File: config.mk
export PLATFORM = sky130hd
export DESIGN_NAME = vec_cache_tag_wr_arb
export DESIGN_NICKNAME = d
export VERILOG_FILES = /design/src/rtl/vector_cache_pkg.sv /design/src/rtl/vec_cache_rr_arb.sv /design/src/rtl/vec_cache_tag_wr_arb.sv
export SDC_FILE = /design/constraint.sdc
export NUM_CORES = 1
export LEC_CHECK = 0
export CAP_MARGIN = 0
export CORE_ASPECT_RATIO = 0.7
export CORE_MARGIN = 2
export CORE_UTILIZATION = 40
export CTS_CLUSTER_SIZE = 40
export DETAILED_ROUTE_END_ITERATION = 10
export GPL_TIMING_DRIVEN = 0
export PLACE_DENSITY = 0.91
export SKIP_LAST_GASP = 1
export SLEW_MARGIN = 10
export SYNTH_ARGS = -nofsm -noshare
export SYNTH_HDL_FRONTEND = slang
export SYNTH_SLANG_ARGS = --single-unit
File: constraint.sdc
create_clock -name clk -period 5.29 [get_ports clk]
set_clock_uncertainty 0.1 [all_clocks]
set_input_delay 0.7935 -clock clk [delete_from_list [all_inputs] [get_ports clk]]
set_output_delay 0.7935 -clock clk [all_outputs]
set_load 0.02 [all_outputs]
File: src/rtl/vector_cache_pkg.sv
// Shared vector-cache types and widths: tag/index geometry and the
// write-tag buffer payload used by the tag-RAM write arbiter.
package vector_cache_pkg;

    localparam int TAG_WIDTH   = 12;
    localparam int INDEX_WIDTH = 8;
    localparam int WAY_NUM     = 4;

    typedef struct packed {
        logic [INDEX_WIDTH-1:0] index;
        logic [TAG_WIDTH-1:0]   tag;
        logic [WAY_NUM-1:0]     way_oh;
    } wr_buf_pld_t;

endpackage

File: src/rtl/vec_cache_rr_arb.sv
// Parameterised round-robin arbiter: scans from ptr upward with wrap, and
// advances ptr past the winner whenever a grant is issued.
module vec_cache_rr_arb #(
    parameter  int N  = 4,
    localparam int PW = (N > 1) ? $clog2(N) : 1
) (
    input  logic          clk,
    input  logic          rst_n,
    input  logic [N-1:0]  req,
    input  logic          en,
    output logic [N-1:0]  gnt,
    output logic [PW-1:0] gnt_idx,
    output logic          gnt_vld
);

    logic [PW-1:0] ptr;
    logic [PW:0]   sum;
    logic [PW-1:0] idx;

    always_comb begin
        gnt     = '0;
        gnt_idx = '0;
        gnt_vld = 1'b0;
        sum     = '0;
        idx     = '0;
        for (int k = 0; k < N; k++) begin
            sum = {1'b0, ptr} + (PW+1)'(k);
            if (sum >= (PW+1)'(N))
                sum = sum - (PW+1)'(N);
            idx = sum[PW-1:0];
            if (!gnt_vld && en && req[idx]) begin
                gnt_vld  = 1'b1;
                gnt_idx  = idx;
                gnt[idx] = 1'b1;
            end
        end
    end

    // Winner drops to lowest priority for the next round.
    always_ff @(posedge clk or negedge rst_n) begin
        if (!rst_n)
            ptr <= '0;
        else if (gnt_vld)
            ptr <= (gnt_idx == PW'(N-1)) ? '0 : gnt_idx + 1'b1;
    end

endmodule

File: src/rtl/vec_cache_tag_wr_arb.sv
// Tag-RAM write-port arbiter: round-robin over write-tag buffers into a
// one-deep registered write stage, plus a combinational index-hazard check.
module vec_cache_tag_wr_arb
    import vector_cache_pkg::*;
#(
    parameter  int REQ_NUM = 4,
    localparam int PW      = (REQ_NUM > 1) ? $clog2(REQ_NUM) : 1
) (
    input  logic                          clk,
    input  logic                          rst_n,
    input  logic        [REQ_NUM-1:0]     req_vld,
    input  wr_buf_pld_t [REQ_NUM-1:0]     req_pld,
    output logic        [REQ_NUM-1:0]     req_rdy,
    output logic                          ram_wr_en,
    output logic        [INDEX_WIDTH-1:0] ram_wr_index,
    output logic        [TAG_WIDTH-1:0]   ram_wr_tag,
    output logic        [WAY_NUM-1:0]     ram_wr_way_oh,
    input  logic                          ram_wr_rdy,
    input  logic        [INDEX_WIDTH-1:0] chk_index,
    output logic                          chk_hit,
    output logic                          idle
);

    wr_buf_pld_t   stage;
    logic          stage_free;
    logic [PW-1:0] gnt_idx;
    logic          gnt_vld;

    // Draining and reloading the stage can happen in the same cycle.
    assign stage_free = !ram_wr_en || ram_wr_rdy;

    vec_cache_rr_arb #(.N(REQ_NUM)) u_arb (
        .clk     (clk),
        .rst_n   (rst_n),
        .req     (req_vld),
        .en      (stage_free),
        .gnt     (req_rdy),
        .gnt_idx (gnt_idx),
        .gnt_vld (gnt_vld)
    );

    always_ff @(posedge clk or negedge rst_n) begin
        if (!rst_n) begin
            ram_wr_en <= 1'b0;
            stage     <= '0;
        end else if (gnt_vld) begin
            ram_wr_en <= 1'b1;
            stage     <= req_pld[gnt_idx];
        end else if (ram_wr_rdy) begin
            ram_wr_en <= 1'b0;
        end
    end

    assign ram_wr_index  = stage.index;
    assign ram_wr_tag    = stage.tag;
    assign ram_wr_way_oh = stage.way_oh;

    // Hazard covers both queued requests and the write sitting in the stage.
    always_comb begin
        chk_hit = ram_wr_en && (stage.index == chk_index);
        for (int i = 0; i < REQ_NUM; i++)
            if (req_vld[i] && req_pld[i].index == chk_index)
                chk_hit = 1'b1;
    end

    assign idle = !(|req_vld) && !ram_wr_en;

endmodule

# [Yosys cells after proc, flatten, opt, wreduce, memory -nomap -nowiden]
# Index checks and enable logic that the tools add are counted.
# Widths: inputs -> output; s select.
[totals] ff_bits=27 inputBits=111 output_inout_bits=31 word_cells=101
[classes] addsub=8 n_lt_le_gt_ge=13 n_eq_ne=6 n_mux=41 n_bitwise=3 n_reduce_logical=25
[op_table] cell="$bmux 24 s2" n=1
[op_table] cell="$eq 8x8->1" n=5
[op_table] cell="$mux 24" n=1
[op_table] cell="$mux 1" n=18
[op_table] cell="$mux 2" n=9
[op_table] cell="$logic_and 1x1->1" n=17
[op_table] cell="$mux 4" n=4
[op_table] cell="$lt 2x3->1 const B" n=5
[op_table] cell="$or 4x4->4" n=3
[op_table] cell="$ge 3x3->1 const B" n=3
[op_table] cell="$bmux 1 s2" n=4
[op_table] cell="$demux 1 s2" n=4
[op_table] cell="$ge 2x1->1 const B" n=4
[op_table] cell="$sub 2x1->2 const B" n=4
[op_table] cell="$add 2x2->3 const B" n=2
[op_table] cell="$logic_not 1->1" n=5
[op_table] cell="$reduce_or 4->1" n=1
[op_table] cell="$add 2x1->3 const B" n=1
[op_table] cell="$ge 2x3->1 const B" n=1
[op_table] cell="$add 2x1->2 const B" n=1
[op_table] cell="$eq 2x2->1 const B" n=1
[op_table] cell="$reduce_bool 2->1" n=1
[op_table] cell="$logic_or 1x1->1" n=1

# [Logic depth before layout (Yosys ltp)]
# Gate-level depths: netlist of run 1.
[logic_depth] ltp_word=20 ltp_mapped=13 ltp_nobuf=8

# [Modules after synthesis]
# From an unflattened synthesis of run 1, not the netlist that was laid out.
[unflattened] hier_cells=216 area_unflattened_um2=2733.9
[modules_own_cells] mod="vec_cache_tag_wr_arb" n_inst=1 cells_each=150 area_each_um2=2120.8 seq_area_each_um2=625.6
[modules_own_cells] mod="vec_cache_rr_arb" n_inst=1 cells_each=66 area_each_um2=613.1 seq_area_each_um2=50.0

# [Worst setup path after synthesis of run 1]
# No wires, ideal clock.
[synth_timing] path_type="input to output" from="input port req_vld[2]" to="output port req_rdy[3]" arrival_ps=2411 required_time_ps=4397 setup_slack_ps=1985 stages=7 path_buffers=1 path_cell_list="clkbuf_2 -> mux4_2 -> o21ba_2 -> a21oi_1 -> nor2b_1 -> a222oi_1 -> nand2_1"
[synth_between] elab_chain_cells=16 elab_cells_between_ends=28 classes_between="mux: 15; bitwise: 3; reduce/logical: 10"
[synth_rtl] item="start: declaration" line_no="vec_cache_tag_wr_arb.sv:11" text="input logic [REQ_NUM-1:0] req_vld,"
[synth_rtl] item="$bmux 1 s2" line_no="vec_cache_rr_arb.sv:31" text="if (!gnt_vld && en && req[idx]) begin"
[synth_rtl] item="$mux 1 (implied by the code)" line_no="vec_cache_rr_arb.sv:31"
[synth_rtl] item="$logic_and 1x1->1" line_no="vec_cache_rr_arb.sv:31"
[synth_rtl] item="$mux 1" line_no="vec_cache_rr_arb.sv:31"
[synth_rtl] item="$logic_not 1->1" line_no="vec_cache_rr_arb.sv:31"
[synth_rtl] item="$logic_and 1x1->1 (2 in a row)" line_no="vec_cache_rr_arb.sv:31"
[synth_rtl] item="$mux 1" line_no="vec_cache_rr_arb.sv:31"
[synth_rtl] item="$logic_not 1->1" line_no="vec_cache_rr_arb.sv:31"
[synth_rtl] item="$logic_and 1x1->1 (2 in a row)" line_no="vec_cache_rr_arb.sv:31"
[synth_rtl] item="$mux 1" line_no="vec_cache_rr_arb.sv:31"
[synth_rtl] item="$logic_not 1->1" line_no="vec_cache_rr_arb.sv:31"
[synth_rtl] item="$logic_and 1x1->1 (2 in a row)" line_no="vec_cache_rr_arb.sv:31"
[synth_rtl] item="$mux 4 *" line_no="vec_cache_rr_arb.sv:31"
[synth_rtl] item="end: declaration" line_no="vec_cache_tag_wr_arb.sv:13" text="output logic [REQ_NUM-1:0] req_rdy,"
# Every way passes the cells marked *; elsewhere a longest branch is shown, timed or not. The select of a mux whose other input is x is not followed.

# [Worst setup path after layout of run 1]
[layout_timing] from="input port req_vld[3]" to="output port req_rdy[3]"
# Same word-level chain as after synthesis.

==> impl_metrics.ini, run 1 <==
[cts]
cts_htree_levels = 1
clkLatencyLatePin_ps = 280
cts_tree = done
clk_pin_slew_ps = 120
hold_buffers = 0
clockRootBuffer = clkbuf_8
ctsResizeCount = 0
cts_buffers = 3
clk_path_buf_depth = 2
cts.sink_count = 27
cts_setup_buffers = 0

[outcome]
status = completed

[placement]
dp.cells = 522
gp_congestion = 0.983
port-buffer-count = 132
dpl.hpwl_microns = 7310

[synth]
async_flop_share_pct = 100
postSynthNetCount = 411
synth_warnings = 0
synth_area_sq_mm = 0.00272
synth_flop_cell = dfrtp_1
syn_inst = 296
ys_ff_latch = 27
yosysUniqueCellTypes = 47
synth_edf_count = 0
seq_area_frac_synth_pct = 24.8
avgSynthCellArea_sq_um = 9.20

[floorplan]
initial_core_util_pct = 40.9
core_sq_mm = 0.00666
fp.dieH_microns = 73.0
die-area_sq_mm = 0.00749
rows = 25
die_x_microns = 103
ios = 142

[timing]
timing.setup.tns_ps = 0
fmax_ghz = 0.225
finalSetupViolCount = 0
relSlewSlack_pct = 49.1
post-route-min-period_ps = 4440
fin_crit_sh_pct = 84.0
finalMaxSlewViolations = 0
rsz0062_at_grt = no
worst_slew_pin_slew_ps = 763
hold_violations = 0

[route]
antenna_left = 0
wl_microns = 9410
first_pass_iters = 4
wl_per_cell_microns = 17.9
drt_iter0_drc = 237
vias = 2937
viasPerCell = 5.58
route.detailed.drc = 0

[pwr]
p_sw_w = 0.00128
pwr-share-comb_pct = 78.9
clockPowerShare_pct = 5.2
power.internal_w = 0.00134
powerDensity_mw_per_mm2 = 623
p_leak_nw = 1.63
netSwitchingFraction_pct = 48.8
ir_drop_mv = 0.275
seqPwrFrac_pct = 15.9

[setup_path]
crit_slowest_cell = clkdlybuf4s50_1
cp_data_required_time_ps = 4400
crit_arrival_ps = 3550
cp-start-kind = primary input
critPathTopFamily = buffers and inverters
rrSetupSlack_ps = 1680
critPathBufInv = 2
worstSetupEndpointType = primary output
crit_path_frequent_cell = clkdlybuf4s50_1
crit_path_max_fanout = 9
crit_type = in -> out
path_cells = clkdlybuf4s50_1 > mux4_2 > o21ba_2 > a21oi_1 > nor2b_1 > a222oi_1 > nand2_1 > clkdlybuf4s50_1
cp_slowest_stage_delay_ps = 610

[grt]
grt_max_degree = 28
antenna_found_initial = 0
grt_pass1_vias = 3084
grt-ovfl-total = 0
grt_pass1_wl_microns = 14900
grtUsageTotal_pct = 25.4

[cells_and_area]
layout_common_cells = 131 x clkdlybuf4s50_1, 34 x a211oi_1, 32 x xor2_1, 27 x dfrtp_1
areaGrowthSynthToFinish_pct = 54.5
layout.nets = 548
fin_util_pct = 63.1
mostFrequentLayoutCell = clkdlybuf4s50_1
n_fill_cell = 568
antennaDiodeCount = 0
drive_gt1_share_pct = 9.49
final_cells = 526

[job]
cap_violations = 0

[hold_path]
min_path_type = in -> async
-- kinds of logic after synthesis --
logic type,synth area share [%]
and+or+nand+nor,19.2
adders and majority gates,1.84
xor gates and xnor gates,13.2
AOI/OAI and AO/OA,21.3
buffers and inverters,7.44
DFF,24.8
muxes,12.2
-- synthesized netlist by cell type, types with 2 or more instances --
cell type / instances / area share [%]
nor3_1: 4 / 0.74
buf_6: 8 / 3.3
nand3_1: 5 / 0.92
a222oi_1: 4 / 1.5
clkbuf_1: 15 / 2.1
xor2_1: 32 / 10
xnor2_1: 9 / 2.9
nor2_1: 25 / 3.4
a211oi_1: 34 / 9.4
nand2_1: 11 / 1.5
and3_1: 24 / 5.5
dfrtp_1: 27 / 25
a22oi_1: 2 / 0.55
mux2i_1: 25 / 9.2
inv_1: 2 / 0.28
mux2_1: 2 / 0.83
nand4_1: 2 / 0.46
ha_1: 4 / 1.8
and2_1: 2 / 0.46
a211oi_2: 14 / 6.4
or3_1: 2 / 0.46
nor4_1: 8 / 1.8
buf_2: 4 / 0.74
nor2b_1: 3 / 0.69
mux4_2: 2 / 1.7
a21oi_1: 3 / 0.55
nand2b_1: 3 / 0.69
-- worst paths after layout --
kind                                        from                to  depth (start not counted)
worst max-delay path                  req_vld[3]        req_rdy[3]                          8
worst min-delay path                       rst_n   ram_wr_index[5]                          1
worst max register to register      u_arb.ptr[0]   ram_wr_index[4]                         10
worst min register to register  ram_wr_way_oh[2]  ram_wr_way_oh[2]                          2
max in group asynchronous                  rst_n     ram_wr_tag[0]                          1
min in group clk                ram_wr_way_oh[2]  ram_wr_way_oh[2]                          2
-- layout make-up --
type | count | area [sq um] | area share [%]
multi-input combinational | 237 | 1840 | 43.8
timing repair buffer | 132 | 1320 | 31.3
sequential | 27 | 676 | 16.1
buffer | 30 | 195 | 4.64
tap | 94 | 118 | 2.80
clock buffer | 3 | 41.3 | 0.982
clock inverter | 1 | 8.76 | 0.208
inverter | 2 | 7.51 | 0.178
-- through the flow --
step           hold WS [ps]  setup slack [ps]  total power (W)  instance area [sq um]
3_5_place_dp            452               917          0.00248                   4160
3_3_place_gp            447               984          0.00242                   4160
2_1_floorplan           398              1990          0.00183                   2720
6_report                430               847          0.00262                   4210
4_1_cts                 435               884          0.00262                   4210
5_1_grt                 456               715          0.00281                   4210
-- per-layer routing --
metal	part of all wire, %	up-vias	GRT usage (%)
met3	8.2	14	4.98
met5	0	-	0
met1	43	1397	34.1
li1	-	1377	-
met2	48	149	41.5
met4	1.4	0	7.70
-- power by group through the flow --
stage          Sequential [W]  Clock [W]  Combinational [W]
3_3_place_gp         0.000416          0            0.00200
2_1_floorplan        0.000526          0            0.00130
5_1_grt              0.000431   0.000146            0.00223
4_1_cts              0.000416   0.000136            0.00207
6_report             0.000417   0.000135            0.00207
3_5_place_dp         0.000419          0            0.00206
-- state kept, by name, summed over array words and instances (netlist names) --
| signal | cells |
|---|---|
| ram_wr_en | 1 |
| ram_wr_index | 8 |
| ram_wr_tag | 12 |
| ram_wr_way_oh | 4 |
| u_arb.ptr | 2 |
Note: power is estimated with default switching activity, not from simulation.
==> inputs of run 2 (changes only) <==
==> constraint.sdc (replaced) <==
create_clock -name clk -period 4.52 [get_ports clk]
set_clock_uncertainty 0.1 [all_clocks]
set_input_delay 0.678 -clock clk [delete_from_list [all_inputs] [get_ports clk]]
set_output_delay 0.678 -clock clk [all_outputs]
set_load 0.02 [all_outputs]
==> results of run 2 <==
Same layout as run 1 (identical final DEF). Status: completed.
Among the figures that moved: setup slack after placement 917 ps -> 378 ps; setup slack after layout 847 ps -> 308 ps; hold slack 430 ps -> 315 ps; register-to-register setup slack 1680 ps -> 910 ps; total power 0.00262 W -> 0.00307 W; worst IR drop on VDD 0.275 mV -> 0.322 mV
==> inputs of run 3 (changes only) <==
--- a/config.mk
+++ b/config.mk
@@ -5,6 +5,7 @@
 export SDC_FILE = /design/constraint.sdc
 export NUM_CORES = 1
 export LEC_CHECK = 0
+export ABC_AREA = 1
 export CAP_MARGIN = 0
 export CORE_ASPECT_RATIO = 0.7
 export CORE_MARGIN = 2
@@ -12,7 +13,7 @@
 export CTS_CLUSTER_SIZE = 40
 export DETAILED_ROUTE_END_ITERATION = 10
 export GPL_TIMING_DRIVEN = 0
-export PLACE_DENSITY = 0.91
+export PLACE_DENSITY = 0.87
 export SKIP_LAST_GASP = 1
 export SLEW_MARGIN = 10
 export SYNTH_ARGS = -nofsm -noshare
==> impl_metrics.ini, run 3 <==
[setup_path]
crit_arrival_ps = 3020
rr_worst_depth = 13
worstSetupEndpointType = primary output
rrSetupSlack_ps = 1580
crit_type = reg -> out
crit_slowest_cell = clkdlybuf4s50_1
cp_slowest_stage_delay_ps = 640
crit_path_frequent_cell = inv_1
cp_data_required_time_ps = 3740
path_cells = inv_1 > ha_1 > inv_1 > nand3_1 > nand2_2 > nand4_2 > nor2_2 > inv_1 > o21ai_0 > clkdlybuf4s50_1
startpoint = u_arb.ptr[1]
r2r-end = ram_wr_tag[7]
crit_path_max_fanout = 7
timing.rr.start = u_arb.ptr[1]
cp-start-kind = flop

[placement]
dpl.hpwl_microns = 9630
port-buffer-count = 138
gp_congestion = 0.908
dp.cells = 790

[timing]
hold_violations = 0
timing.setup.tns_ps = 0
relSlewSlack_pct = 54.6
post-route-min-period_ps = 3800
fin_crit_sh_pct = 84.0
finalMaxSlewViolations = 0
rsz0062_at_grt = no
finalSetupViolCount = 0
holdWs_ps = 343
fmax_ghz = 0.263
worst_slew_pin_slew_ps = 681

[synth]
synthDominantCellAreaShare_pct = 20.7
synth-xor-area-share_pct = 4.28
async_flop_share_pct = 100
synth_fa_ha_area_share_pct = 1.53
synth_flop_cell = dfrtp_1
synthSimpleGateAreaFrac_pct = 47.0
synthTopCellsByArea = dfrtp_1 21%, nand2_1 20%, inv_1 14%
ys_ff_latch = 27
seq_area_frac_synth_pct = 20.7
synth_top_area_cell = dfrtp_1
synth_commonest_cells = 176 x nand2_1, 118 x inv_1, 85 x nand3_1, 27 x dfrtp_1, 26 x nand3_2
syn_inst = 551
postSynthNetCount = 666
synth.area.mux_share_pct = 0
yosysUniqueCellTypes = 31
synth_edf_count = 0
synth_warnings = 0
synth_compound_area_share_pct = 7.72
avgSynthCellArea_sq_um = 5.94
yosysMostFrequentCell = nand2_1
synth_area_sq_mm = 0.00327
synth_top_family_by_area = simple AND/OR/NAND/NOR gates

[cts]
cts_buffers = 3
ctsResizeCount = 0
cts_htree_levels = 1
clk_pin_slew_ps = 70
clkLatencyLatePin_ps = 260
cts.sink_count = 27
cts_tree = done
clockRootBuffer = clkbuf_16
clk_path_buf_depth = 2
cts_setup_buffers = 0
hold_buffers = 0

[job]
cap_violations = 0

[pwr]
ir_drop_mv = 0.484
p_leak_nw = 2.60
powerDensity_mw_per_mm2 = 788
finalPower_w = 0.00382

[floorplan]
rows = 27
die_x_microns = 112
core_sq_mm = 0.00791
initial_core_util_pct = 41.4
ios = 142
die-area_sq_mm = 0.00893
fp.dieH_microns = 79.7

[cells_and_area]
final-seq-area_sq_um = 676
largest_reg_flops = 12
areaGrowthSynthToFinish_pct = 48.4
final_cells = 794
layout_common_cells = 176 x nand2_1, 137 x clkdlybuf4s50_1, 118 x inv_1, 85 x nand3_1, 27 x dfrtp_1
layout.nets = 809
mostFrequentLayoutCell = nand2_1
fin_util_pct = 61.4
multi_input_area_sq_mm = 0.00198
n_fill_cell = 751
drive_gt1_share_pct = 9.24
antennaDiodeCount = 0

[route]
route.detailed.drc = 0
vias = 4229
wl_per_cell_microns = 15.4
viasPerCell = 5.33
first_pass_iters = 6
drt_iter0_drc = 437
wl_microns = 12200
antenna_left = 0

[grt]
grt_max_degree = 28
grt-ovfl-total = 0
grt_pass1_wl_microns = 19400
antenna_found_initial = 0
grt_pass1_vias = 4112
grtUsageTotal_pct = 26.7

[hold_path]
min_path_type = in -> async

[outcome]
status = completed
-- run 3: critical path, delay by kind of cell, from the launching register on --
family | cells | cell delay (ps)
buffers and inverters | 4 | 1100
AND/OR/NAND/NOR | 4 | 580
flip-flops | 1 | 500
adder cells (fa/ha/maj) | 1 | 390
AO/OA/AOI/OAI | 1 | 180
-- run 3: how the worst max path moves through the flow --
stage	depth (start not counted)	end	slack (ps)
after floorplan	9	req_rdy[0]	1680
after global placement	7	chk_hit	920
after detailed placement	9	req_rdy[3]	890
after CTS	10	req_rdy[3]	790
after global routing	10	req_rdy[3]	520
final	10	req_rdy[2]	720
-- run 3: cells by family (layout without fill, tap and decap cells) --
logic type | count (synthesis) | after routing
and+or+nand+nor | 317 | 317
buffers and inverters | 146 | 288
AOI/OAI and AO/OA | 41 | 41
DFF | 27 | 27
xor gates and xnor gates | 16 | 16
adders and majority gates | 4 | 4
-- run 3: metal layers --
layer	vias to the layer above	track usage (%)	wire length [microns]
met5	-	0	0
met4	0	6.10	170
met3	28	5.47	1250
met2	259	46.8	5710
met1	1939	34.1	5090
li1	2003	-	-
-- run 3: final cells by class --
cell class / count / share of cell area (%)
Buffer: 26 / 3.43
Clock buffer: 3 / 1.55
Clock inverter: 1 / 0.103
Inverter: 120 / 9.28
Multi-Input combinational cell: 378 / 40.8
Sequential cell: 27 / 13.9
Tap cell: 101 / 2.60
Timing Repair Buffer: 138 / 28.4
-- run 3: where the power goes --
group | switching, W | internal, W | total, W
combinational | 0.00195 | 0.00116 | 0.00311
clock | 0.0000901 | 0.000120 | 0.000210
sequential | 0.000110 | 0.000392 | 0.000502
-- run 3: per-stage QoR --
| step | setup WS (ps) | instance area (sq um) |
|---|---|---|
| floorplan | 1680 | 3270 |
| global route | 521 | 4850 |
| detailed placement | 887 | 4770 |
| finish | 724 | 4850 |
| global placement | 919 | 4780 |
| CTS | 793 | 4850 |
